<file path="config.mk">
export PLATFORM = sky130hd
export DESIGN_NAME = cache_ctrl
export DESIGN_NICKNAME = d
export VERILOG_FILES = /design/src/rtl/cache_pkg.sv /design/src/rtl/lru_tracker.sv /design/src/rtl/cache_ctrl.sv
export SDC_FILE = /design/constraint.sdc
export NUM_CORES = 1
export LEC_CHECK = 0
export CORE_UTILIZATION = 60
export CTS_BUF_LIST = sky130_fd_sc_hd__clkbuf_16
export DETAILED_ROUTE_END_ITERATION = 8
export PLACE_DENSITY = 0.79
export RECOVER_POWER = 50
export SLEW_MARGIN = 30
export SYNTH_ARGS = -nofsm -noshare
export SYNTH_HDL_FRONTEND = slang
export SYNTH_SLANG_ARGS = --single-unit
</file>
<file path="constraint.sdc">
create_clock -name clk -period 4.4 [get_ports clk]
set_clock_uncertainty 0.15 [all_clocks]
set_input_delay 1.32 -clock clk [delete_from_list [all_inputs] [get_ports clk]]
set_output_delay 1.32 -clock clk [all_outputs]
set_load 0.02 [all_outputs]
</file>
<file path="src/rtl/cache_pkg.sv">
// Shared constants, FSM state type and cache line layout for cache_ctrl.
// Geometry: WAYS-way set associative, TOTAL_SIZE one-word lines,
// RAM_DEPTH-word backing store, WIDTH-bit words.
package cache_pkg;

  localparam int unsigned WAYS       = 4;
  localparam int unsigned TOTAL_SIZE = 16;
  localparam int unsigned RAM_DEPTH  = 256;
  localparam int unsigned WIDTH      = 8;

  localparam int unsigned SETS   = TOTAL_SIZE / WAYS;
  localparam int unsigned AW     = $clog2(RAM_DEPTH);
  localparam int unsigned IDX_W  = $clog2(SETS);
  localparam int unsigned TAG_W  = AW - IDX_W;
  localparam int unsigned WAY_W  = $clog2(WAYS);
  localparam int unsigned STAT_W = 16;

  typedef enum logic [2:0] {
    IDLE,
    LOOKUP,
    MEM_RD,
    MEM_WR,
    RESP
  } ctrl_state_t;

  typedef struct packed {
    logic             valid;
    logic [TAG_W-1:0] tag;
    logic [WIDTH-1:0] data;
  } line_t;

endpackage

</file>
<file path="src/rtl/lru_tracker.sv">
// Per-set LRU age tracking. Age 0 = most recent, WAYS-1 = least recent.
// Ports:
//   clk, rst              clock, synchronous active-high reset (ages = way index)
//   rd_set / victim_c     set to query / way holding age WAYS-1 (combinational)
//   upd_en/upd_set/upd_way  mark way as most recently used
module lru_tracker
  import cache_pkg::*;
(
  input  logic             clk,
  input  logic             rst,
  input  logic [IDX_W-1:0] rd_set,
  output logic [WAY_W-1:0] victim_c,
  input  logic             upd_en,
  input  logic [IDX_W-1:0] upd_set,
  input  logic [WAY_W-1:0] upd_way
);

  logic [WAY_W-1:0] age [SETS][WAYS];

  // Ages stay a permutation: younger-than-accessed ways age by one.
  always_ff @(posedge clk) begin
    if (rst) begin
      for (int s = 0; s < int'(SETS); s++)
        for (int w = 0; w < int'(WAYS); w++)
          age[s][w] <= WAY_W'(w);
    end else if (upd_en) begin
      for (int w = 0; w < int'(WAYS); w++) begin
        if (WAY_W'(w) == upd_way)
          age[upd_set][w] <= '0;
        else if (age[upd_set][w] < age[upd_set][upd_way])
          age[upd_set][w] <= age[upd_set][w] + WAY_W'(1);
      end
    end
  end

  // Oldest way of the queried set.
  always_comb begin
    victim_c = '0;
    for (int w = 0; w < int'(WAYS); w++)
      if (age[rd_set][w] == WAY_W'(WAYS - 1))
        victim_c = WAY_W'(w);
  end

endmodule

</file>
<file path="src/rtl/cache_ctrl.sv">
// Write-through, read-allocate set-associative cache sequencer.
// Ports:
//   clk, rst                        clock, synchronous active-high reset
//   req_valid/req_ready/req_we/req_addr/req_wdata   CPU request
//   resp_valid/resp_rdata/resp_hit  one-cycle response
//   mem_req/mem_we/mem_addr/mem_wdata/mem_ack/mem_rdata  backing RAM
// Optional: CACHE_CTRL_STATS_EN adds saturating hit_count/miss_count.
module cache_ctrl
  import cache_pkg::*;
(
  input  logic              clk,
  input  logic              rst,
  input  logic              req_valid,
  output logic              req_ready,
  input  logic              req_we,
  input  logic [AW-1:0]     req_addr,
  input  logic [WIDTH-1:0]  req_wdata,
  output logic              resp_valid,
  output logic [WIDTH-1:0]  resp_rdata,
  output logic              resp_hit,
  output logic              mem_req,
  output logic              mem_we,
  output logic [AW-1:0]     mem_addr,
  output logic [WIDTH-1:0]  mem_wdata,
  input  logic              mem_ack,
  input  logic [WIDTH-1:0]  mem_rdata
`ifdef CACHE_CTRL_STATS_EN
  ,
  output logic [STAT_W-1:0] hit_count,
  output logic [STAT_W-1:0] miss_count
`endif
);

  ctrl_state_t state, state_next;

  logic             we_q, hit_q;
  logic [AW-1:0]    addr_q;
  logic [WIDTH-1:0] wdata_q;
  logic [WAY_W-1:0] way_q, way_d;
  line_t            lines [SETS][WAYS];

  logic [IDX_W-1:0] idx;
  logic [TAG_W-1:0] tag;
  assign idx = addr_q[IDX_W-1:0];
  assign tag = addr_q[AW-1:IDX_W];

  logic             hit_c, inv_found_c;
  logic [WAY_W-1:0] hit_way_c, inv_way_c, victim_c;
  logic             latch_req, latch_lookup, line_wr, lru_upd;
  logic [WAY_W-1:0] lru_way;
  logic [WIDTH-1:0] line_data, resp_rdata_d;
  logic             resp_hit_d;

  lru_tracker u_lru (
    .clk      (clk),
    .rst      (rst),
    .rd_set   (idx),
    .victim_c (victim_c),
    .upd_en   (lru_upd),
    .upd_set  (idx),
    .upd_way  (lru_way)
  );

  // Tag match and lowest-index invalid way for the latched set.
  always_comb begin
    hit_c       = 1'b0;
    hit_way_c   = '0;
    inv_found_c = 1'b0;
    inv_way_c   = '0;
    for (int w = 0; w < int'(WAYS); w++)
      if (lines[idx][w].valid && lines[idx][w].tag == tag) begin
        hit_c     = 1'b1;
        hit_way_c = WAY_W'(w);
      end
    for (int w = int'(WAYS) - 1; w >= 0; w--)
      if (!lines[idx][w].valid) begin
        inv_found_c = 1'b1;
        inv_way_c   = WAY_W'(w);
      end
  end

  // Next state, array/LRU controls and next registered outputs.
  always_comb begin
    state_next   = state;
    latch_req    = 1'b0;
    latch_lookup = 1'b0;
    line_wr      = 1'b0;
    line_data    = mem_rdata;
    lru_upd      = 1'b0;
    lru_way      = way_q;
    resp_rdata_d = '0;
    resp_hit_d   = 1'b0;
    way_d        = hit_c ? hit_way_c : (inv_found_c ? inv_way_c : victim_c);
    unique case (state)
      IDLE: begin
        if (req_valid) begin
          latch_req  = 1'b1;
          state_next = LOOKUP;
        end
      end
      LOOKUP: begin
        latch_lookup = 1'b1;
        if (we_q) begin
          state_next = MEM_WR;
        end else if (hit_c) begin
          lru_upd      = 1'b1;
          lru_way      = hit_way_c;
          resp_rdata_d = lines[idx][hit_way_c].data;
          resp_hit_d   = 1'b1;
          state_next   = RESP;
        end else begin
          state_next = MEM_RD;
        end
      end
      MEM_RD: begin
        if (mem_ack) begin
          line_wr      = 1'b1;
          lru_upd      = 1'b1;
          resp_rdata_d = mem_rdata;
          state_next   = RESP;
        end
      end
      MEM_WR: begin
        if (mem_ack) begin
          line_wr    = hit_q;
          line_data  = wdata_q;
          lru_upd    = hit_q;
          resp_hit_d = hit_q;
          state_next = RESP;
        end
      end
      RESP:    state_next = IDLE;
      default: state_next = IDLE;
    endcase
  end

  // State, request latch and registered outputs.
  always_ff @(posedge clk) begin
    if (rst) begin
      state      <= IDLE;
      we_q       <= 1'b0;
      addr_q     <= '0;
      wdata_q    <= '0;
      hit_q      <= 1'b0;
      way_q      <= '0;
      req_ready  <= 1'b1;
      resp_valid <= 1'b0;
      resp_rdata <= '0;
      resp_hit   <= 1'b0;
      mem_req    <= 1'b0;
      mem_we     <= 1'b0;
      mem_addr   <= '0;
      mem_wdata  <= '0;
    end else begin
      state <= state_next;
      if (latch_req) begin
        we_q    <= req_we;
        addr_q  <= req_addr;
        wdata_q <= req_wdata;
      end
      if (latch_lookup) begin
        hit_q <= hit_c;
        way_q <= way_d;
      end
      req_ready  <= (state_next == IDLE);
      resp_valid <= (state_next == RESP);
      resp_rdata <= (state_next == RESP) ? resp_rdata_d : '0;
      resp_hit   <= (state_next == RESP) ? resp_hit_d : 1'b0;
      mem_req    <= (state_next == MEM_RD) || (state_next == MEM_WR);
      mem_we     <= (state_next == MEM_WR);
      mem_addr   <= ((state_next == MEM_RD) || (state_next == MEM_WR)) ? addr_q : '0;
      mem_wdata  <= (state_next == MEM_WR) ? wdata_q : '0;
    end
  end

  // Line storage: only valid bits are cleared on reset.
  always_ff @(posedge clk) begin
    if (rst) begin
      for (int s = 0; s < int'(SETS); s++)
        for (int w = 0; w < int'(WAYS); w++)
          lines[s][w].valid <= 1'b0;
    end else if (line_wr) begin
      lines[idx][way_q] <= '{valid: 1'b1, tag: tag, data: line_data};
    end
  end

`ifdef CACHE_CTRL_STATS_EN
  // Saturating hit/miss counters, sampled as LOOKUP exits.
  always_ff @(posedge clk) begin
    if (rst) begin
      hit_count  <= '0;
      miss_count <= '0;
    end else if (state == LOOKUP) begin
      if (hit_c && hit_count != '1)
        hit_count <= hit_count + STAT_W'(1);
      else if (!hit_c && miss_count != '1)
        miss_count <= miss_count + STAT_W'(1);
    end
  end
`endif

endmodule

</file>
# Yosys cells after proc, flatten, opt, wreduce, memory -nomap -nowiden
# Memories as Yosys holds them, arrays and structs flattened. A register that Yosys moved wholly into a read port is not among the register bits.
# Index checks and enable logic that the tools add are counted.
[totals] register_bits=52 ramBits=272 word_cells=176 mem_count=2
[classes] addsub=4 order_cmp=8 eq_ne=16 mux=107 bitwise_logic=10 reduce_logical=15
[memory_table] memory="lines" depth=4 width=60 rd=1 rd_ports_with_merged_regs=1 wr=4 line="cache_ctrl.sv:40" text="line_t lines [SETS][WAYS];"
[memory_table] memory="u_lru.age" depth=4 width=8 rd=1 rd_ports_with_merged_regs=1 wr=4 line="lru_tracker.sv:18" text="logic [WAY_W-1:0] age [SETS][WAYS];"
[ops] op="60-bit two-way mux" n=3
[ops] op="8-bit two-way mux" n=8
[ops] op="60-bit OR reduction" n=1
[ops] op="1-bit two-way mux" n=57
[ops] op="2-bit two-way mux" n=25
[ops] op="15-bit binary-select mux with 2-bit select" n=1
[ops] op="15-bit demux with 2-bit select" n=1
[ops] op="6-bit equality test" n=4
[ops] op="8-bit case mux with 2 select lines" n=1
[ops] op="15-bit two-way mux" n=1
[ops] op="3-bit by 2-bit equality test with 1-bit output (second input constant)" n=4
[ops] op="3-bit two-way mux" n=4
[ops] op="3-bit >= comparator (second input constant)" n=3
[ops] op="2-bit NOT with 3-bit output" n=3
[ops] op="3-bit case mux with 3 select lines" n=1
[ops] op="2-bit by 1-bit adder with 2-bit output (second input constant)" n=4
[ops] op="2-bit < comparator" n=4
[ops] op="2-bit OR reduction" n=4
[ops] op="8-bit OR reduction" n=1
[ops] op="2-bit equality test (second input constant)" n=3
[ops] op="3-bit zero test" n=2
[ops] op="1-bit logical AND" n=5
[ops] op="2-bit binary-select mux with 2-bit select" n=1
[ops] op="2-bit equality test (first input constant)" n=2
[ops] op="other kinds (11)" n=17

# Longest topological paths before layout
[depth] depth_word=22 mapped_depth=14 ltp_nobuf=10

# By module
# From an unflattened synthesis, not the netlist that was laid out.
[unflattened] hier_cells=897 hier_area_um2=13773.2
[by_module_without_submodules] mod="cache_ctrl" n_inst=1 cells_each=678 area_per_inst_um2=11496.0
[by_module_without_submodules] mod="lru_tracker" n_inst=1 cells_each=219 area_per_inst_um2=2277.2

# Least setup slack after synthesis
# No wires, ideal clock.
[synth_timing] kind="input-to-reg" startpoint="input port mem_ack" endpoint="memory lines[0][15] (netlist name) (enable)" setup_ns=0.384 t_arrival_ns=3.405 slack_ns=0.460 path_stages=9 path_buffers=2 path_cell_list="nand2_1 or2_2 clkbuf_1 clkinv_1 nand2_1 a21o_1 or3_1 clkbuf_1 nor2_1"
[synth_rtl] element="start, declared" line="cache_ctrl.sv:25" text="input logic mem_ack,"
[synth_rtl] element="end, declared" line="cache_ctrl.sv:40"

==> summary by stage <==
Worst hold path
The tightest min-delay check is of the flop to flop type. In this run the most critical hold path is launched from lines[2][14].

Synth
The adder-cell share of the synthesized area is 0.00542. The share of synthesized area occupied by flip-flops and latches is 0.690. The synthesized-area fraction occupied by and/or/nand/nor cells is 0.0787. The multiplexer share of the synthesized area is 0.131. The biggest area contributor in the post-synthesis netlist is edfxtp_1. By area, the combinational part of the netlist is dominated by multiplexers. After synthesis, the mean cell area works out to 15.8 um^2.

Yosys mapped a number of flops with a built-in enable equal to 256. In the synthesized netlist, the number of instances is 835. The fraction of post-synthesis cell area in the top cell type by area is 0.584. The fraction of the mapped netlist area in compound gates was 0.0566. By area the synthesized netlist is led by edfxtp_1 58%, mux4_2 12%, dfxtp_1 11%. The most common cell in the synthesized netlist is edfxtp_1. The synthesized net count is 867. The xor/xnor share of the synthesized area is 0.0166. The number of register bits inferred by synthesis is 326. During synthesis, Yosys emitted a total of 0 warnings. Among all flip-flop cells after synthesis, the most frequent one is edfxtp_1.

Sorting the synthesized cells by how often they occur yields 256 x edfxtp_1, 86 x nand2_1, 70 x dfxtp_1, 68 x mux4_2, 44 x nor2_1. Counting distinct cell types in the post-synthesis netlist gives 58. The netlist area before placement is 13200 um^2.

The share of async-settable or async-resettable flops after synthesis is 0.

Cells and area
Once layout is complete, the cells apart from fillers number 1238. 0 antenna diodes ended up in the layout. With fillers left out, the area of the finished cells amounts to 15300 um^2. The number of nets at the end of the flow is 971. The relative area change from synthesis to final layout is 16.0%. Once layout is complete, the utilization of the core stands at 0.718.

Of the cells placed in the final design, the portion with a size suffix greater than 1 is 0.193. The count of filler cells inserted in the layout is 1292.

Clock tree
CTS saw 326 sinks. The worst-skew pair later-pin latency is 0.56 ns. The post-CTS resize count is 0. The TritonCTS buffer count is 31. The clock transition at the registers of the reported paths is 0.06 ns.

TritonCTS built the clock tree. The number of H-tree branching levels is 1. The clock tree buffer depth is 3. The clock tree root buffer cell is clkbuf_16. The hold-fix buffer count after cts is 0. The number of setup buffers added after CTS is 0.

STA
The number of endpoints failing setup at the final stage is 0. The max-slew violation count was 0. For the pin with the worst max-slew slack, the measured transition is 0.803 ns.

The sum of negative setup slack is 0 ns. Setup repair after global routing left no endpoint under its margin. The worst path in the final design needs a cycle of 4.18 ns, including I/O delays and setup.

The post-route clock period utilization is 0.950. Timing would allow up to 239 MHz. The worst slew margin relative to its limit is 0.464. The hold violation total from the final report is 0.

Routing
The iteration-0 DRC count of the detailed router is 765. Summing over every cut layer, the via total after detailed routing is 7980. The final routed wire length divided by cell count is 24.9 um. The iteration count of the initial detailed-routing pass is 5. After detailed routing, the number of remaining DRC violations is 0.

The routed design has 30900 um of wire. The average via count per standard cell is 6.45. The final antenna-violating net count is 0.

Power
The internal power consumption is 5.00 mW. The sequential share of power is 0.528. VDD sags by at most 0.320 mV. Of the total power, the share spent switching nets is 0.231. Of the total power, the clock network draws 0.387. For this design the total switching power over the nets is 1.50 mW. Of the total power, combinational logic draws 0.085. Overall power consumption after layout is estimated at 6.50 mW. The analysis attributes to cell leakage a power of 4.92 nW.

The power density of the placed cells is 425 nW/um^2.

Floorplan
In this run the standard cell core region covers 21300 um^2. The die outline height is 150 um. 58 I/O pins were placed. The die width is 150 um. The die outline area is 22500 um^2. The initial utilization of the core area, before any placement, comes to 0.619. The site row count is 53.

Critical path
The endpoint kind of the worst setup timing path is a flop. The critical path contains buffers and inverters numbering 2 combined. The slowest stage of the critical path is the dfxtp_4 cell.

In this run the worst path has a maximum fanout of 14. The critical path is of the flop to flop type. Walking the worst path, the cells encountered are buf_12 > mux4_2 > xnor2_1 > nand3_1 > o22ai_1 > a22o_1 > mux2i_2 > buf_4 > a211o_1 > a31oi_1. The arrival time of the worst setup path is 4.27 ns. The required time of the critical path is 4.49 ns. The largest delay contributor family on the critical path is compound AO/OA/AOI/OAI gates.

The startpoint type of the worst setup path is a flop. The stage delay of the slowest cell on the critical path is 0.55 ns.

GRT
The combined global-route utilization of all metal layers is 0.284. The aggregate global routing overflow is 0. The largest net degree at the start of global routing is 47. The wire length of the first global-routing pass is 46600 um.

The number of antenna violations at the first check in global routing is 0. The via count of the first global-routing pass is 8000.

Placed design
At the end of routability-driven placement, the weighted congestion stood at 0.917. The sum of net half-perimeters after detailed placement is 20500 um. The number of port buffers is 57.

Including well taps, the total number of placed cells is 1181. Once placement finished, the instance area stood at 14300 um^2.

Outcome
The flow ran to the end, and the final reports show no timing, DRC or antenna violations.

Run
The reported max-cap violation count is 0.
==> final cells by class <==
cell class	instances	area [um^2]	area share
Inverter	20	75.1	0.00492
Multi-Input combinational cell	445	3800	0.249
Sequential cell	326	9090	0.595
Tap cell	275	344	0.0225
Clock buffer	31	776	0.0508
Timing Repair Buffer	115	997	0.0653
Clock inverter	26	189	0.0124
==> worst paths after layout <==
kind         slack, ns         endpoint  depth (start not counted)
min reg2reg       0.32     lines[2][14]                          2
max reg2reg       0.22  u_lru.age[2][1]                         10
min               0.32     lines[2][14]                          2
max               0.22  u_lru.age[2][1]                         10
==> state kept, by name, indices dropped and copies added (netlist names), named ones only <==
register / flops
mem_we: 1
mem_addr: 8
resp_hit: 1
we_q: 1
lines: 240
state: 3
req_ready: 1
mem_wdata: 8
u_lru.age: 32
wdata_q: 8
hit_q: 1
resp_valid: 1
resp_rdata: 8
addr_q: 8
mem_req: 1
way_q: 2
==> worst register-to-register path: stages (launching register included) <==
cell	delay, ns
dfxtp_4	0.55
buf_12	0.21
mux4_2	0.53
xnor2_1	0.18
nand3_1	0.35
o22ai_1	0.55
a22o_1	0.36
mux2i_2	0.14
buf_4	0.20
a211o_1	0.35
a31oi_1	0.30
==> per-layer routing <==
layer  track usage  vias up  routed length (um)
met1         0.398     3980               12200
met3        0.0485       75                2910
met2         0.453      493               14700
met4         0.103        0                1010
met5             0        -                   0
li1              -     3432                   -
==> power groups by stage <==
stage | registers (mW) | logic (mW) | clock network (mW)
6_report | 3.43 | 0.551 | 2.52
5_1_grt | 3.43 | 0.587 | 2.65
4_1_cts | 3.43 | 0.553 | 2.54
3_5_place_dp | 3.49 | 0.547 | 0
3_3_place_gp | 3.49 | 0.531 | 0
2_1_floorplan | 3.47 | 0.376 | 0
==> logic make-up (layout without fill, tap and decap cells) <==
| logic type | Yosys count | count (layout) |
|---|---|---|
| muxes | 86 | 86 |
| AOI/OAI and AO/OA | 107 | 107 |
| and+or+nand+nor | 221 | 221 |
| DFF | 326 | 326 |
| buffers and inverters | 64 | 192 |
| adders and majority gates | 6 | 6 |
| xor gates and xnor gates | 25 | 25 |
==> per-stage QoR <==
| step | hold slack [ns] | setup WS (ns) |
|---|---|---|
| global placement | 0.305 | 0.248 |
| floorplan | 0.295 | 0.460 |
| detailed placement | 0.312 | 0.174 |
| global route | 0.346 | 0.0205 |
| finish | 0.322 | 0.218 |
| CTS | 0.321 | 0.228 |
==> cells in the final DEF, fill, tap and decap left out, drive strengths merged, types with 12 or more instances in the layout <==
| cell | Yosys | final |
|---|---|---|
| buf | 20 | 49 |
| mux2i | 12 | 12 |
| clkdlybuf4s50 | 0 | 26 |
| mux4 | 68 | 68 |
| nand2 | 86 | 86 |
| dlygate4sd3 | 0 | 31 |
| nor2 | 45 | 45 |
| nor3 | 30 | 30 |
| clkbuf | 24 | 40 |
| a21oi | 37 | 37 |
| edfxtp | 256 | 256 |
| dfxtp | 70 | 70 |
| o22ai | 18 | 18 |
| xnor2 | 18 | 18 |
| inv | 19 | 31 |
| and2 | 17 | 17 |
Power figures use the tool's default switching activity.
==> edit 1 (same settings) <==
`WAYS`: 4 -> 2.
--- a/src/rtl/cache_pkg.sv
+++ b/src/rtl/cache_pkg.sv
@@ -5,3 +5,3 @@
 
-  localparam int unsigned WAYS       = 4;
+  localparam int unsigned WAYS       = 2;
   localparam int unsigned TOTAL_SIZE = 16;
Formal check against the unedited RTL: same outputs for any inputs over 4 cycles, from zero or initial values and one cycle with rst high; that may be too few to reach the edited logic, so the function may still have changed.
==> edit 1 against the original RTL <==
Sequential cell count shrank 32. Largest power group unchanged. Fmax grew 12%. Setup slack better by 0.45 ns. Power down 11%. Routed wire length down 14%. Critical path depth down 3. Area after synthesis is 10% lower. Die area decreased by 10%. Combinational power down 25%. Cell area is 11% lower. Utilization shrank 0.15 points.
==> edit 1: results (changes against the original RTL) <==
The flow ran to the end, and the final reports show no timing, DRC or antenna violations. The non-clock buffer area fraction after layout is 5.899% (-0.63 points). The last weighted congestion value of the routability-driven placer was 0.8530 (-6.9%); the highest fanout seen on the critical path was 28 (+14). The global-route wire length before repair was 39.99 mm (-14%); the mapped cell area was 11830 um2 (-10%). The worst setup slack before clock tree synthesis came out at 0.6703 ns (+0.4965 ns). The clock-cell share of area is 6.689% (+0.37 points). For the net count after synthesis, the log shows 769 (-11%).

The logs give 848 (-13%) for the number of nets at the end of the flow and 1191 (-7.8%) for the count of fill cells added during filler insertion. The adder-cell share of the synthesized area was 0% (-0.54 points); the multi-input logic portion of the cell area was 25.31% (+0.44 points). The total of plain and repair buffers excluding clock buffers was 93 (-19%); the static leakage power was 4.603 nW (-6.4%). The count of clock tree sinks is 294 (-9.8%), and the critical path data arrival time is 3.85 ns (-0.42 ns). The worst hold path terminates at lines[7][13]$_DFF_P_. The tools report the number of buffers created by CTS as 29 (-6.5%). The average via count per standard cell is 6.353 (-1.4%), and the pin count of the biggest net entering global routing is 38 (-19%). The slowest stage of the critical path is the sky130_fd_sc_hd__dfxtp_2 cell. The finished layout cell area is 13620 um2 (-11%), and the overall track demand over capacity in global routing is 26.85% (-1.5 points).

The end of the worst register-to-register path was u_lru.age[7][0]$_SDFFCE_PN1P_. Average wire per standard cell: 23.97 um (-3.9%). The cell area reported after detailed placement is 12740 um2 (-11%). Number of synthesized flops with an enable pin: 223 (-13%).

The run gives 399 (-10%) as the number of multi-input logic gates. The largest registers in the layout are lines: 224 flops, u_lru.age: 16 flops. The non-filler instance count after layout was 1102 (-11%); the switching power of the nets was 1.303 mW (-13%).

The transition time of the tightest slew-check pin was 0.9080 ns (+0.1047 ns); the synthesized netlist cell count was 740 (-11%). The worst vdd rail ir drop was 0.3739 mV (+17%).
[edit 1: cell count changes after synthesis, sizes merged, moves of 16 or more]
cell | before | now
a21oi | 37 | 19
edfxtp | 256 | 223
nand2 | 86 | 53
mux4 | 68 | 40
a21o | 1 | 17
mux2 | 6 | 31
inv | 19 | 1
xnor2 | 18 | 0
[edit 1: power groups by stage]
stage | registers [mW] | logic, mW | clock network, mW
floorplan | 3.10 | 0.303 | 0
global placement | 3.13 | 0.393 | 0
detailed placement | 3.13 | 0.406 | 0
CTS | 3.08 | 0.410 | 2.35
global route | 3.08 | 0.436 | 2.47
finish | 3.08 | 0.412 | 2.32
[edit 1: routing by layer]
metal / vias up / global-route usage, % / part of all wire [%]
met5: - / 0 / 0
met4: 0 / 10.70 / 3.7
met3: 74 / 4.576 / 6.4
met2: 306 / 46.39 / 51
met1: 3532 / 33.90 / 39
li1: 3089 / - / -
==> edit 2 (same flow settings) <==
Without the edit above. `resp_rdata`, `mem_addr` and `mem_wdata` no longer have a reset.
--- a/src/rtl/cache_ctrl.sv
+++ b/src/rtl/cache_ctrl.sv
@@ -147,3 +147,2 @@
       resp_valid <= 1'b0;
-      resp_rdata <= '0;
       resp_hit   <= 1'b0;
@@ -151,4 +150,2 @@
       mem_we     <= 1'b0;
-      mem_addr   <= '0;
-      mem_wdata  <= '0;
     end else begin
@@ -166,3 +163,2 @@
       resp_valid <= (state_next == RESP);
-      resp_rdata <= (state_next == RESP) ? resp_rdata_d : '0;
       resp_hit   <= (state_next == RESP) ? resp_hit_d : 1'b0;
@@ -170,5 +166,9 @@
       mem_we     <= (state_next == MEM_WR);
-      mem_addr   <= ((state_next == MEM_RD) || (state_next == MEM_WR)) ? addr_q : '0;
-      mem_wdata  <= (state_next == MEM_WR) ? wdata_q : '0;
     end
+  end
+
+  always_ff @(posedge clk) begin
+    resp_rdata <= (state_next == RESP) ? resp_rdata_d : '0;
+    mem_addr   <= ((state_next == MEM_RD) || (state_next == MEM_WR)) ? addr_q : '0;
+    mem_wdata  <= (state_next == MEM_WR) ? wdata_q : '0;
   end
Behaviour: differs if rst is asserted again (counterexample within 4 cycles, from zero or initial values and one cycle with rst high); with rst held inactive, the same outputs for 4 cycles.
==> edit 2 against the original RTL <==
Utilization increased by 0.75 points. Die area increased by 0.35%. Sequential share of layout area decreased by 0.62 points. Cell area increased by 1.0%. Sequential cell count unchanged. Power increased by 2.9%. Final cell count increased by 1.4%. Combinational power decreased by 5.8%. Setup slack got worse by 0.042 ns. Area after synthesis increased by 0.36%. Routed wire length decreased by 4.4%.
==> edit 2: results (changes against the original RTL) <==
The tools report the routed length on met1 as 11.80 mm (-3.5%). CTS placed an instance of sky130_fd_sc_hd__clkbuf_16 at the clock tree root. The number of synthesized flops with an enable pin is 256 (unchanged), and the post-detailed-route count of antenna-violating nets is 0 (unchanged). Counting instances in the post-synthesis netlist gives the leading cell types as 256 x sky130_fd_sc_hd__edfxtp_1, 76 x sky130_fd_sc_hd__nor2_1, 71 x sky130_fd_sc_hd__nand2_1. For the global-route wire length before repair, the log shows 44.46 mm (-4.6%). Non-filler instance count after layout: 1255 (+1.4%). The run gives 25 (-47%) as the pin count of the biggest net entering global routing. The last weighted congestion value of the routability-driven placer is 0.8999 (-1.8%). In the post-synthesis netlist, the biggest area contributors are sky130_fd_sc_hd__edfxtp_1 58%, sky130_fd_sc_hd__mux4_2 12%, sky130_fd_sc_hd__dfxtp_1 11%. The routed length on met3 is 2.589 mm (-11%), and the number of diodes is 0 (unchanged). The tools report the HPWL reported at the end of detailed placement as 18.31 mm (-11%). The number of warnings reported in the yosys synthesis log came out at 0 (unchanged). For the number of nets at the end of the flow, the log shows 987 (+1.6%).

Tightest slew margin relative to the limit: 31.46% (-15 points). The run gives 14.38 mm (-2.3%) as the total length of routed met2 wires. The average via count per standard cell was 6.276 (-2.6%). The worst vdd rail ir drop was 0.2349 mV (-27%); the number of buffers created by CTS was 34 (+9.7%). The flow ran to the end, and the final reports show no timing, DRC or antenna violations.

The cell class contributing the biggest share of worst-path delay was simple AND/OR/NAND/NOR gates. The logs give 26.93% (-1.5 points) for the overall track demand over capacity in global routing and 1290 (-0.15%) for the count of fill cells added during filler insertion. The average wire per standard cell was 23.51 um (-5.7%).

The tools report the count of cell types in the netlist as 61 (+5.2%). The run gives 4.31 ns (+0.04 ns) as the critical path data arrival time. Top layer reached by signal wires: met4. The detailed-router iteration count before antenna repair is 5 (unchanged). The cell area reported after detailed placement was 14330 um2 (about the same); the worst setup slack before clock tree synthesis was 0.09348 ns (-0.08028 ns).

The tools report the level count of the clock H-tree as 2 (+1). The number of buffers on the longest clock path is 3 (unchanged). The number of global-route vias before repair was 7845 (-1.9%). Peak per-stage delay on the critical path: 0.62 ns (+0.07 ns). The highest fanout seen on the critical path works out to 8 (-6).

The number of design-rule violations left by the first detailed-router iteration was 654 (-15%); the fraction of final layout cells with drive strength greater than 1 was 18.78% (-0.54 points). The net count after synthesis is 880 (+1.5%). The number of placed cells counting well taps was 1184 (+0.25%); the static leakage power was 5.086 nW (+3.4%).

The path category of the worst min-delay check is reg -> reg. The share of flip-flops with an asynchronous set or reset was 0% (unchanged). The clock transition time at the flip-flop clock pins of the worst setup and hold paths works out to 0.06 ns (about the same). The later-pin clock latency in the skew report is 0.51 ns (-0.05 ns).

The largest registers in the layout are lines: 240 flops, u_lru.age: 32 flops. The synthesized netlist cell count was 848 (+1.6%). The slowest stage of the critical path is the sky130_fd_sc_hd__mux4_2 cell. Number of antenna violations at the first check in global routing: 0 (unchanged). The sequential cell area fraction in the yosys report is 68.77% (-0.25 points).
==> edit 2: per-layer routing <==
layer | vias to the layer above | global-route usage, %
li1 | 3466 | -
met1 | 3919 | 37.14
met2 | 424 | 43.57
met3 | 67 | 4.000
met4 | 0 | 10.56
met5 | - | 0
==> edit 2: report_power, final <==
group | switching (mW) | internal (mW) | total (mW)
clock network | 1.14 | 1.62 | 2.76
logic | 0.304 | 0.216 | 0.519
registers | 0.0368 | 3.36 | 3.40
total | 1.48 | 5.20 | 6.68
==> edit 2: path summary, 6_finish.rpt <==
kind,from,cells past startpoint,slack (ns),endpoint
worst min-delay path,wdata_q[7]$_SDFFE_PP0P_,2,0.32,wdata_q[7]$_SDFFE_PP0P_
worst max register to register,register,11,0.18,u_lru.age[0][1]$_SDFFCE_PN1P_
worst max-delay path,register,11,0.18,u_lru.age[0][1]$_SDFFCE_PN1P_
worst min register to register,wdata_q[7]$_SDFFE_PP0P_,2,0.32,wdata_q[7]$_SDFFE_PP0P_
==> edit 2: cell families after synthesis <==
group / Yosys count / share of synthesized area (%)
AO/OA/AOI/OAI: 111 / 5.519
flip-flops: 326 / 68.77
adder cells (fa/ha/maj): 3 / 0.2840
AND/OR/NAND/NOR: 220 / 7.867
multiplexers: 92 / 13.59
buffers and inverters: 72 / 2.386
XOR/XNOR: 24 / 1.590
==> edit 2: repair_timing <==
| item | CTS | global route |
|---|---|---|
| resized for setup | 0 | 1 |
| setup endpoints to repair | 0 | 36 |
| hold endpoints to repair | 0 | 0 |
| setup buffers | 0 | 10 |
==> edit 2: cell type report <==
type	count	area [um2]	area share [%]
multi-input cells	450	3821	24.76
clock inverters	26	201.4	1.305
well taps	275	344.1	2.229
inverters	26	97.59	0.6323
flip-flops and latches	326	9094	58.92
clock buffers	35	875.8	5.675
repair buffers	117	999.7	6.477
==> edit 2: worst reg2reg max path: stages, from the launching register on <==
cell,delay (ns)
sky130_fd_sc_hd__dfxtp_4,0.43
sky130_fd_sc_hd__clkbuf_4,0.17
sky130_fd_sc_hd__mux4_2,0.49
sky130_fd_sc_hd__xnor2_1,0.14
sky130_fd_sc_hd__and4_1,0.24
sky130_fd_sc_hd__and4_1,0.23
sky130_fd_sc_hd__or2_2,0.35
sky130_fd_sc_hd__a22oi_2,0.37
sky130_fd_sc_hd__mux4_2,0.62
sky130_fd_sc_hd__or4_1,0.50
sky130_fd_sc_hd__o41ai_2,0.11
sky130_fd_sc_hd__nor2_1,0.16
